[config.mk]
export PLATFORM = sky130hd
export DESIGN_NAME = aq_gemac_rx_crc_check_flat
export DESIGN_NICKNAME = d
export VERILOG_FILES = /design/src/rtl/aq_gemac_rx_crc_check_if.sv /design/src/rtl/aq_gemac_rx_crc_check.sv /design/src/flat_wrapper.sv
export SDC_FILE = /design/constraint.sdc
export NUM_CORES = 1
export LEC_CHECK = 0
export CORE_ASPECT_RATIO = 0.6
export CORE_MARGIN = 8
export CORE_UTILIZATION = 54
export DETAILED_ROUTE_END_ITERATION = 8
export HOLD_SLACK_MARGIN = 0.03
export PLACE_DENSITY_LB_ADDON = 0.25
export SETUP_SLACK_MARGIN = 0.4
export SLEW_MARGIN = 25
export SYNTH_ARGS = -nofsm -noshare
export SYNTH_HDL_FRONTEND = slang
export SYNTH_SLANG_ARGS = --single-unit
[constraint.sdc]
create_clock -name CLK -period 3 [get_ports CLK]
set_input_delay 0.3 -clock CLK [delete_from_list [all_inputs] [get_ports CLK]]
set_output_delay 0.3 -clock CLK [all_outputs]
set_load 0.03 [all_outputs]
[src/rtl/aq_gemac_rx_crc_check_if.sv]
// rtl/aq_gemac_rx_crc_check_if.sv - byte, payload and status bundle around the RX FCS checker
//
// Purpose: groups the deframer-side byte stream, the FCS-stripped payload stream and the
//          per-frame status word into one interface.
// Modports:
//   master - frame source / sink side: drives RX_*, observes OUT_* and STAT_*
//   slave  - the FCS checker: consumes RX_*, drives OUT_* and STAT_*
// Signals:
//   RX_VALID/RX_DATA/RX_SOF/RX_EOF/RX_ERR  incoming frame bytes with markers and PHY error
//   OUT_VALID/OUT_DATA/OUT_SOF/OUT_EOF      payload bytes with FCS removed
//   STAT_VALID/STAT_CRC_OK/STAT_LEN_ERR/STAT_PHY_ERR/STAT_LENGTH  one status word per frame
interface aq_gemac_rx_crc_check_if #(
    parameter int LEN_W = 16
);
    logic             RX_VALID;
    logic [7:0]       RX_DATA;
    logic             RX_SOF;
    logic             RX_EOF;
    logic             RX_ERR;
    logic             OUT_VALID;
    logic [7:0]       OUT_DATA;
    logic             OUT_SOF;
    logic             OUT_EOF;
    logic             STAT_VALID;
    logic             STAT_CRC_OK;
    logic             STAT_LEN_ERR;
    logic             STAT_PHY_ERR;
    logic [LEN_W-1:0] STAT_LENGTH;

    modport master (
        output RX_VALID, RX_DATA, RX_SOF, RX_EOF, RX_ERR,
        input  OUT_VALID, OUT_DATA, OUT_SOF, OUT_EOF,
        input  STAT_VALID, STAT_CRC_OK, STAT_LEN_ERR, STAT_PHY_ERR, STAT_LENGTH
    );

    modport slave (
        input  RX_VALID, RX_DATA, RX_SOF, RX_EOF, RX_ERR,
        output OUT_VALID, OUT_DATA, OUT_SOF, OUT_EOF,
        output STAT_VALID, STAT_CRC_OK, STAT_LEN_ERR, STAT_PHY_ERR, STAT_LENGTH
    );
endinterface

[src/rtl/aq_gemac_rx_crc_check.sv]
// rtl/aq_gemac_rx_crc_check.sv - GbE MAC receive FCS checker with 4-byte FCS strip
//
// Purpose: runs CRC-32 over each frame (DA..FCS), holds the last 4 bytes in a delay line so the
//          FCS never reaches the payload stream, and emits one status word per frame.
// Ports:
//   CLK  - MAC RX clock
//   RST  - synchronous reset, active high
//   bus  - slave modport: RX_* in, OUT_* payload out, STAT_* status out
module aq_gemac_rx_crc_check #(
    parameter int MIN_LEN = 64,
    parameter int MAX_LEN = 1518,
    parameter int LEN_W   = 16
) (
    input  logic                          CLK,
    input  logic                          RST,
    aq_gemac_rx_crc_check_if.slave        bus
);
    localparam logic [31:0]      CRC_INIT    = 32'hFFFF_FFFF;
    localparam logic [31:0]      CRC_POLY    = 32'h04C1_1DB7;
    localparam logic [31:0]      CRC_RESIDUE = 32'hC704_DD7B;
    localparam logic [LEN_W-1:0] CNT_MAX     = '1;
    localparam logic [LEN_W-1:0] MIN_L       = LEN_W'(MIN_LEN);
    localparam logic [LEN_W-1:0] MAX_L       = LEN_W'(MAX_LEN);

    typedef enum logic [1:0] {IDLE, FILL, PASS} state_t;

    // Byte-wide update, data bits consumed LSB first into a left-shifting register.
    function automatic logic [31:0] crc_upd(input logic [31:0] c, input logic [7:0] d);
        logic [31:0] r;
        r = c;
        for (int i = 0; i < 8; i++) begin
            if (r[31] ^ d[i]) r = {r[30:0], 1'b0} ^ CRC_POLY;
            else              r = {r[30:0], 1'b0};
        end
        return r;
    endfunction

    // A saturated count means the true length is unknown, so it is always illegal.
    function automatic logic len_bad(input logic [LEN_W-1:0] c);
        return (c < MIN_L) || (c > MAX_L) || (c == CNT_MAX);
    endfunction

    state_t            state_q, state_d;
    logic [31:0]       crc_q, crc_d;
    logic [LEN_W-1:0]  cnt_q, cnt_d;
    logic [3:0][7:0]   dl_q, dl_d;       // [0] newest, [3] oldest
    logic [2:0]        fill_q, fill_d;
    logic              phy_q, phy_d;
    logic              first_q, first_d; // next emitted byte is the first payload byte

    logic              out_valid_q, out_valid_d;
    logic [7:0]        out_data_q, out_data_d;
    logic              out_sof_q, out_sof_d;
    logic              out_eof_q, out_eof_d;
    logic              stat_valid_q, stat_valid_d;
    logic              stat_crc_ok_q, stat_crc_ok_d;
    logic              stat_len_err_q, stat_len_err_d;
    logic              stat_phy_err_q, stat_phy_err_d;
    logic [LEN_W-1:0]  stat_length_q, stat_length_d;

    logic              in_frame;
    logic [31:0]       crc_byte, crc_seed;
    logic [LEN_W-1:0]  cnt_inc;

    always_comb begin
        state_d        = state_q;
        crc_d          = crc_q;
        cnt_d          = cnt_q;
        dl_d           = dl_q;
        fill_d         = fill_q;
        phy_d          = phy_q;
        first_d        = first_q;
        out_valid_d    = 1'b0;
        out_data_d     = 8'h00;
        out_sof_d      = 1'b0;
        out_eof_d      = 1'b0;
        stat_valid_d   = 1'b0;
        stat_crc_ok_d  = stat_crc_ok_q;
        stat_len_err_d = stat_len_err_q;
        stat_phy_err_d = stat_phy_err_q;
        stat_length_d  = stat_length_q;

        in_frame = (state_q != IDLE);
        crc_byte = crc_upd(crc_q, bus.RX_DATA);
        crc_seed = crc_upd(CRC_INIT, bus.RX_DATA);
        cnt_inc  = (cnt_q == CNT_MAX) ? cnt_q : cnt_q + 1'b1;

        if (in_frame && bus.RX_ERR) phy_d = 1'b1;

        if (bus.RX_VALID && bus.RX_SOF) begin
            if (in_frame) begin
                // Abort: report the old frame as broken; the new one is seeded below.
                stat_valid_d   = 1'b1;
                stat_crc_ok_d  = 1'b0;
                stat_len_err_d = len_bad(cnt_q);
                stat_phy_err_d = 1'b1;
                stat_length_d  = cnt_q;
            end
            crc_d   = crc_seed;
            cnt_d   = LEN_W'(1);
            dl_d    = {24'h0, bus.RX_DATA};
            fill_d  = 3'd1;
            phy_d   = bus.RX_ERR;
            first_d = 1'b1;
            state_d = FILL;
            if (bus.RX_EOF) begin
                // One-byte frame. If it also aborted a frame, the abort status takes the slot.
                if (!in_frame) begin
                    stat_valid_d   = 1'b1;
                    stat_crc_ok_d  = (crc_seed == CRC_RESIDUE);
                    stat_len_err_d = len_bad(LEN_W'(1));
                    stat_phy_err_d = bus.RX_ERR;
                    stat_length_d  = LEN_W'(1);
                end
                state_d = IDLE;
                dl_d    = '0;
                fill_d  = 3'd0;
            end
        end else if (bus.RX_VALID && in_frame) begin
            crc_d = crc_byte;
            cnt_d = cnt_inc;
            dl_d  = {dl_q[2:0], bus.RX_DATA};
            if (state_q == PASS) begin
                out_valid_d = 1'b1;
                out_data_d  = dl_q[3];
                out_sof_d   = first_q;
                out_eof_d   = bus.RX_EOF;
                first_d     = 1'b0;
            end else begin
                fill_d = fill_q + 3'd1;
                if (fill_q == 3'd3) state_d = PASS;
            end
            if (bus.RX_EOF) begin
                stat_valid_d   = 1'b1;
                stat_crc_ok_d  = (crc_byte == CRC_RESIDUE);
                stat_len_err_d = len_bad(cnt_inc);
                stat_phy_err_d = phy_q | bus.RX_ERR;
                stat_length_d  = cnt_inc;
                state_d        = IDLE;
                dl_d           = '0;
                fill_d         = 3'd0;
            end
        end
    end

    always_ff @(posedge CLK) begin
        if (RST) begin
            state_q        <= IDLE;
            crc_q          <= CRC_INIT;
            cnt_q          <= '0;
            dl_q           <= '0;
            fill_q         <= 3'd0;
            phy_q          <= 1'b0;
            first_q        <= 1'b0;
            out_valid_q    <= 1'b0;
            out_data_q     <= 8'h00;
            out_sof_q      <= 1'b0;
            out_eof_q      <= 1'b0;
            stat_valid_q   <= 1'b0;
            stat_crc_ok_q  <= 1'b0;
            stat_len_err_q <= 1'b0;
            stat_phy_err_q <= 1'b0;
            stat_length_q  <= '0;
        end else begin
            state_q        <= state_d;
            crc_q          <= crc_d;
            cnt_q          <= cnt_d;
            dl_q           <= dl_d;
            fill_q         <= fill_d;
            phy_q          <= phy_d;
            first_q        <= first_d;
            out_valid_q    <= out_valid_d;
            out_data_q     <= out_data_d;
            out_sof_q      <= out_sof_d;
            out_eof_q      <= out_eof_d;
            stat_valid_q   <= stat_valid_d;
            stat_crc_ok_q  <= stat_crc_ok_d;
            stat_len_err_q <= stat_len_err_d;
            stat_phy_err_q <= stat_phy_err_d;
            stat_length_q  <= stat_length_d;
        end
    end

    assign bus.OUT_VALID    = out_valid_q;
    assign bus.OUT_DATA     = out_data_q;
    assign bus.OUT_SOF      = out_sof_q;
    assign bus.OUT_EOF      = out_eof_q;
    assign bus.STAT_VALID   = stat_valid_q;
    assign bus.STAT_CRC_OK  = stat_crc_ok_q;
    assign bus.STAT_LEN_ERR = stat_len_err_q;
    assign bus.STAT_PHY_ERR = stat_phy_err_q;
    assign bus.STAT_LENGTH  = stat_length_q;
endmodule

[src/flat_wrapper.sv]
// flat-port wrapper written by rule: the top's interface ports become plain ports
module aq_gemac_rx_crc_check_flat 
#(
    parameter int MIN_LEN = 64,
    parameter int MAX_LEN = 1518,
    parameter int LEN_W   = 16
)
  (CLK, RST, bus_RX_VALID, bus_RX_DATA, bus_RX_SOF, bus_RX_EOF, bus_RX_ERR, bus_OUT_VALID, bus_OUT_DATA, bus_OUT_SOF, bus_OUT_EOF, bus_STAT_VALID, bus_STAT_CRC_OK, bus_STAT_LEN_ERR, bus_STAT_PHY_ERR, bus_STAT_LENGTH);
  aq_gemac_rx_crc_check_if #(.LEN_W(LEN_W)) bus_i ();
  input  logic CLK;
  input  logic RST;
  input wire logic [$bits(bus_i.RX_VALID)-1:0] bus_RX_VALID;
  input wire logic [$bits(bus_i.RX_DATA)-1:0] bus_RX_DATA;
  input wire logic [$bits(bus_i.RX_SOF)-1:0] bus_RX_SOF;
  input wire logic [$bits(bus_i.RX_EOF)-1:0] bus_RX_EOF;
  input wire logic [$bits(bus_i.RX_ERR)-1:0] bus_RX_ERR;
  output wire logic [$bits(bus_i.OUT_VALID)-1:0] bus_OUT_VALID;
  output wire logic [$bits(bus_i.OUT_DATA)-1:0] bus_OUT_DATA;
  output wire logic [$bits(bus_i.OUT_SOF)-1:0] bus_OUT_SOF;
  output wire logic [$bits(bus_i.OUT_EOF)-1:0] bus_OUT_EOF;
  output wire logic [$bits(bus_i.STAT_VALID)-1:0] bus_STAT_VALID;
  output wire logic [$bits(bus_i.STAT_CRC_OK)-1:0] bus_STAT_CRC_OK;
  output wire logic [$bits(bus_i.STAT_LEN_ERR)-1:0] bus_STAT_LEN_ERR;
  output wire logic [$bits(bus_i.STAT_PHY_ERR)-1:0] bus_STAT_PHY_ERR;
  output wire logic [$bits(bus_i.STAT_LENGTH)-1:0] bus_STAT_LENGTH;
  assign bus_i.RX_VALID = bus_RX_VALID;
  assign bus_i.RX_DATA = bus_RX_DATA;
  assign bus_i.RX_SOF = bus_RX_SOF;
  assign bus_i.RX_EOF = bus_RX_EOF;
  assign bus_i.RX_ERR = bus_RX_ERR;
  assign bus_OUT_VALID = bus_i.OUT_VALID;
  assign bus_OUT_DATA = bus_i.OUT_DATA;
  assign bus_OUT_SOF = bus_i.OUT_SOF;
  assign bus_OUT_EOF = bus_i.OUT_EOF;
  assign bus_STAT_VALID = bus_i.STAT_VALID;
  assign bus_STAT_CRC_OK = bus_i.STAT_CRC_OK;
  assign bus_STAT_LEN_ERR = bus_i.STAT_LEN_ERR;
  assign bus_STAT_PHY_ERR = bus_i.STAT_PHY_ERR;
  assign bus_STAT_LENGTH = bus_i.STAT_LENGTH;
  aq_gemac_rx_crc_check #(.MIN_LEN(MIN_LEN), .MAX_LEN(MAX_LEN), .LEN_W(LEN_W)) u_core (.CLK(CLK), .RST(RST), .bus(bus_i));
endmodule
==> flow_summary_export.csv <==
group,metric,value,unit
run_status,status,"complete, no violations",
synth,synth_xor_area_frac,0.206,
cts,cts_root_buffer,"clkbuf_16",
synth,synthSimpleGateAreaFrac,0.192,
critical_path,regToRegEndpoint,"u_core.bus.STAT_CRC_OK",
timing,fin_setup_tns,0,ns
floorplan,fp-row-count,31,
critical_path,crit_type,"in2reg",
layout,n_antenna_cell,0,
floorplan,core,12200,sq um
synth,yosys_warnings,0,
placement,io_buffer_count,44,
layout,nFillCells,1010,
synth,yosysUniqueCellTypes,64,
grt,use_met1,0.376,
timing,rsz0062_at_grt,"false",
cts,clk_pin_slew,0.06,ns
timing,fin_crit_sh,0.840,
routing,num_vias,6228,
synth,syn_nets,821,
routing,antenna_left,0,
timing,worst_pin_slew,0.837,ns
floorplan,start_util,0.558,
timing,whs,0.447,ns
cts,clk_latency,0.42,ns
grt,grt_pass1_vias,5658,
synth,ys_ff_latch,118,
grt,antenna_found_initial,0,
pwr,p_switching,1.68,mW
routing,drt_pass1_iterations,8,
critical_path,crit_start,"bus_RX_DATA[0]",
pwr,p_comb_frac,0.274,
hold_path,holdCritPathClass,"reg2reg",
grt,grt_pass1_wl,33.0,mm
synth,syn_area_per_cell,8.48,sq um
routing,wl_per_cell,20.3,um
critical_path,worstPathMaxFanout,5,
synth,syn-cell-area,6800,sq um
grt,grt_util_all_layers,0.257,
synth,synth_compound_area_frac,0.190,
grt,use_met3,0.0941,
pwr,irDropWorstVdd,0.423,mV
pwr,switching_share,0.330,
grt,grt-ovfl-total,0,
critical_path,crit_path_end,"u_core.bus.STAT_CRC_OK",
timing,setup_viol,0,
synth,synth_top_family_by_area,"XOR/XNOR gates",
synth,ys_seq_area_frac,0.347,
cts,cts_max_level,4,
timing,finalClockSkew,0.00849,ns
layout,synthToLayoutAreaGrowth,20.2,%
floorplan,die_area,16600,sq um
synth,synthAdderAreaFrac,0.0107,
pwr,p_leak,3.06,nW
synth,yosysMostFrequentCell,"dfxtp_1",
synth,syn_inst,802,
synth,yosys-top-cells-count,"118 x dfxtp_1, 97 x nor2_1, 70 x xnor2_1",
timing,period_minus_slack,2.52,ns
routing,routed_via_density,6.05,
grt,gr-usage-met2,0.342,
pwr,seqPwrFrac,0.331,
synth,ys.flop_type,"dfxtp_1",
critical_path,r2r_start,"u_core.crc_q[30]",
critical_path,critPathArrivalTime,2.86,ns
critical_path,cp-end-kind,"register",
cts,numCtsBuffers,17,
layout,drive_above_1_share,0.140,
cts,cts_tree,"done",
synth,synth_top_cell_by_area,"dfxtp_1",
floorplan,fp.dieH,103,um
grt,grt_max_degree,78,
critical_path,worstPathRequired,3.34,ns
pwr,internal_power,3.40,mW
synth,synth.area.top_cells,"dfxtp_1 35%, xnor2_1 9.0%, nor2_1 5.4%, a21oi_1 4.3%, nand2_1 3.8%",
pwr,pwr-share-clk,0.394,
hold_path,whs_path_depth,2,
cts,cts.sinks,118,
timing,slew_headroom,0.442,
critical_path,startpoint_type,"input pin",
layout,num-nets-final,871,
critical_path,ff2ff_path_depth,7,
synth,async_flop_share,0,
floorplan,chipWidth,161,um
routing,wl,21.0,mm
routing,drt_iter0_markers,579,
placement,place_hpwl,14.9,mm
floorplan,io_pins,45,
timing,hold_viol_final,0,
routing,remaining_drc_errors,0,
timing,fmax,397,MHz
pwr,p_per_area,621,nW/um^2
placement,gp_congestion,0.952,
synth,synth-edff-count,0,
flow_run,maxCapViolations,0,
timing,finalMaxSlewViolations,0,
critical_path,ff2ff_setup_slack,0.59,ns
synth,muxShareOfSynthArea,0.00754,
synth,synth_top_area_share,0.347,
grt,grt_busiest_layer,"met1",
cts,clock_tree.buffer_depth,2,
==> worst min-delay path by stage <==
stage,from,to,slack [ns]
2_1_floorplan,u_core.first_q,u_core.bus.OUT_SOF,0.43
3_3_place_gp,u_core.bus.STAT_LENGTH[4],u_core.bus.STAT_LENGTH[4],0.43
3_5_place_dp,u_core.dl_q[31],u_core.bus.OUT_DATA[7],0.44
4_1_cts,u_core.bus.STAT_LENGTH[7],u_core.bus.STAT_LENGTH[7],0.45
5_1_grt,u_core.bus.STAT_LENGTH[7],u_core.bus.STAT_LENGTH[7],0.47
6_report,u_core.bus.STAT_LENGTH[7],u_core.bus.STAT_LENGTH[7],0.45
==> area by class of cell <==
cell class	count	area (sq um)	share of cell area
sequential	118	2360	0.289
timing repair buffer	97	852	0.104
clock inverter	15	145	0.0178
inverter	7	26.3	0.00321
multi-input combinational	611	4160	0.508
clock buffer	17	425	0.0520
tap	165	206	0.0253
==> state kept, by name, summed over array words and instances (netlist names), 2 cells and up <==
register and cells:
u_core.cnt_q 16, u_core.state_q 2, u_core.dl_q 32, u_core.bus.STAT_LENGTH 16, u_core.crc_q 32, u_core.bus.OUT_DATA 8, u_core.fill_q 3
==> layer usage <==
layer	wire [um]	vias to the layer above
met5	0	-
met4	165	0
met3	2630	17
met2	8210	339
met1	9950	2961
li1	-	2911
==> stage by stage <==
step	power (mW)	cell area [sq um]	util	setup WS (ns)	std cells
after CTS	5.01	8050	0.661	0.426	1020
after floorplan	2.67	6800	-	0.681	802
final	5.08	8180	0.671	0.479	1030
after detailed placement	3.02	7460	0.613	0.0733	986
after global placement	3.02	7460	0.613	0.142	986
after global routing	5.24	8180	0.671	0.375	1030
==> critical path, stage by stage <==
cell,delay (ns)
clkdlybuf4s50_1,0.60
xnor2_4,0.38
buf_4,0.18
xor2_2,0.17
ha_1,0.17
nand2_1,0.06
nor4_1,0.24
nand4_1,0.21
a221oi_2,0.23
nand4_1,0.14
o21ai_1,0.18
==> cells in the final DEF (no fill, tap or decap), drive strengths merged, types with 8 or more instances in the layout <==
cell,instances
a211o,8
a211oi,10
a21oi,58
a22oi,29
a31oi,9
and2,17
buf,54
clkbuf,17
clkdlybuf4s50,42
dfxtp,118
inv,14
nand2,69
nand3,13
nand4,9
nor2,97
nor3,14
nor3b,9
o211ai,9
o21ai,52
or3,11
xnor2,82
xor2,32
==> power by group through the flow <==
stage | combinational, mW | sequential [mW] | clock [mW]
floorplan | 0.975 | 1.70 | 0
global placement | 1.31 | 1.71 | 0
detailed placement | 1.31 | 1.71 | 0
CTS | 1.33 | 1.68 | 2.00
global route | 1.48 | 1.69 | 2.08
finish | 1.39 | 1.68 | 2.00
==> logic make-up after synthesis <==
logic type,count (synthesis)
AO/OA/AOI/OAI,204
XOR/XNOR,122
adder cells (fa/ha/maj),6
buffers and inverters,73
flip-flops,118
multiplexers,5
AND/OR/NAND/NOR,274
==> what timing repair did <==
item	in CTS	in global routing
hold buffers	0	0
gates resized for setup	0	8
endpoints found under the hold margin	0	0
endpoints found under the setup margin	1	4
buffers inserted	2	9
pin swaps	1	3
(Power assumes the default switching activity.)
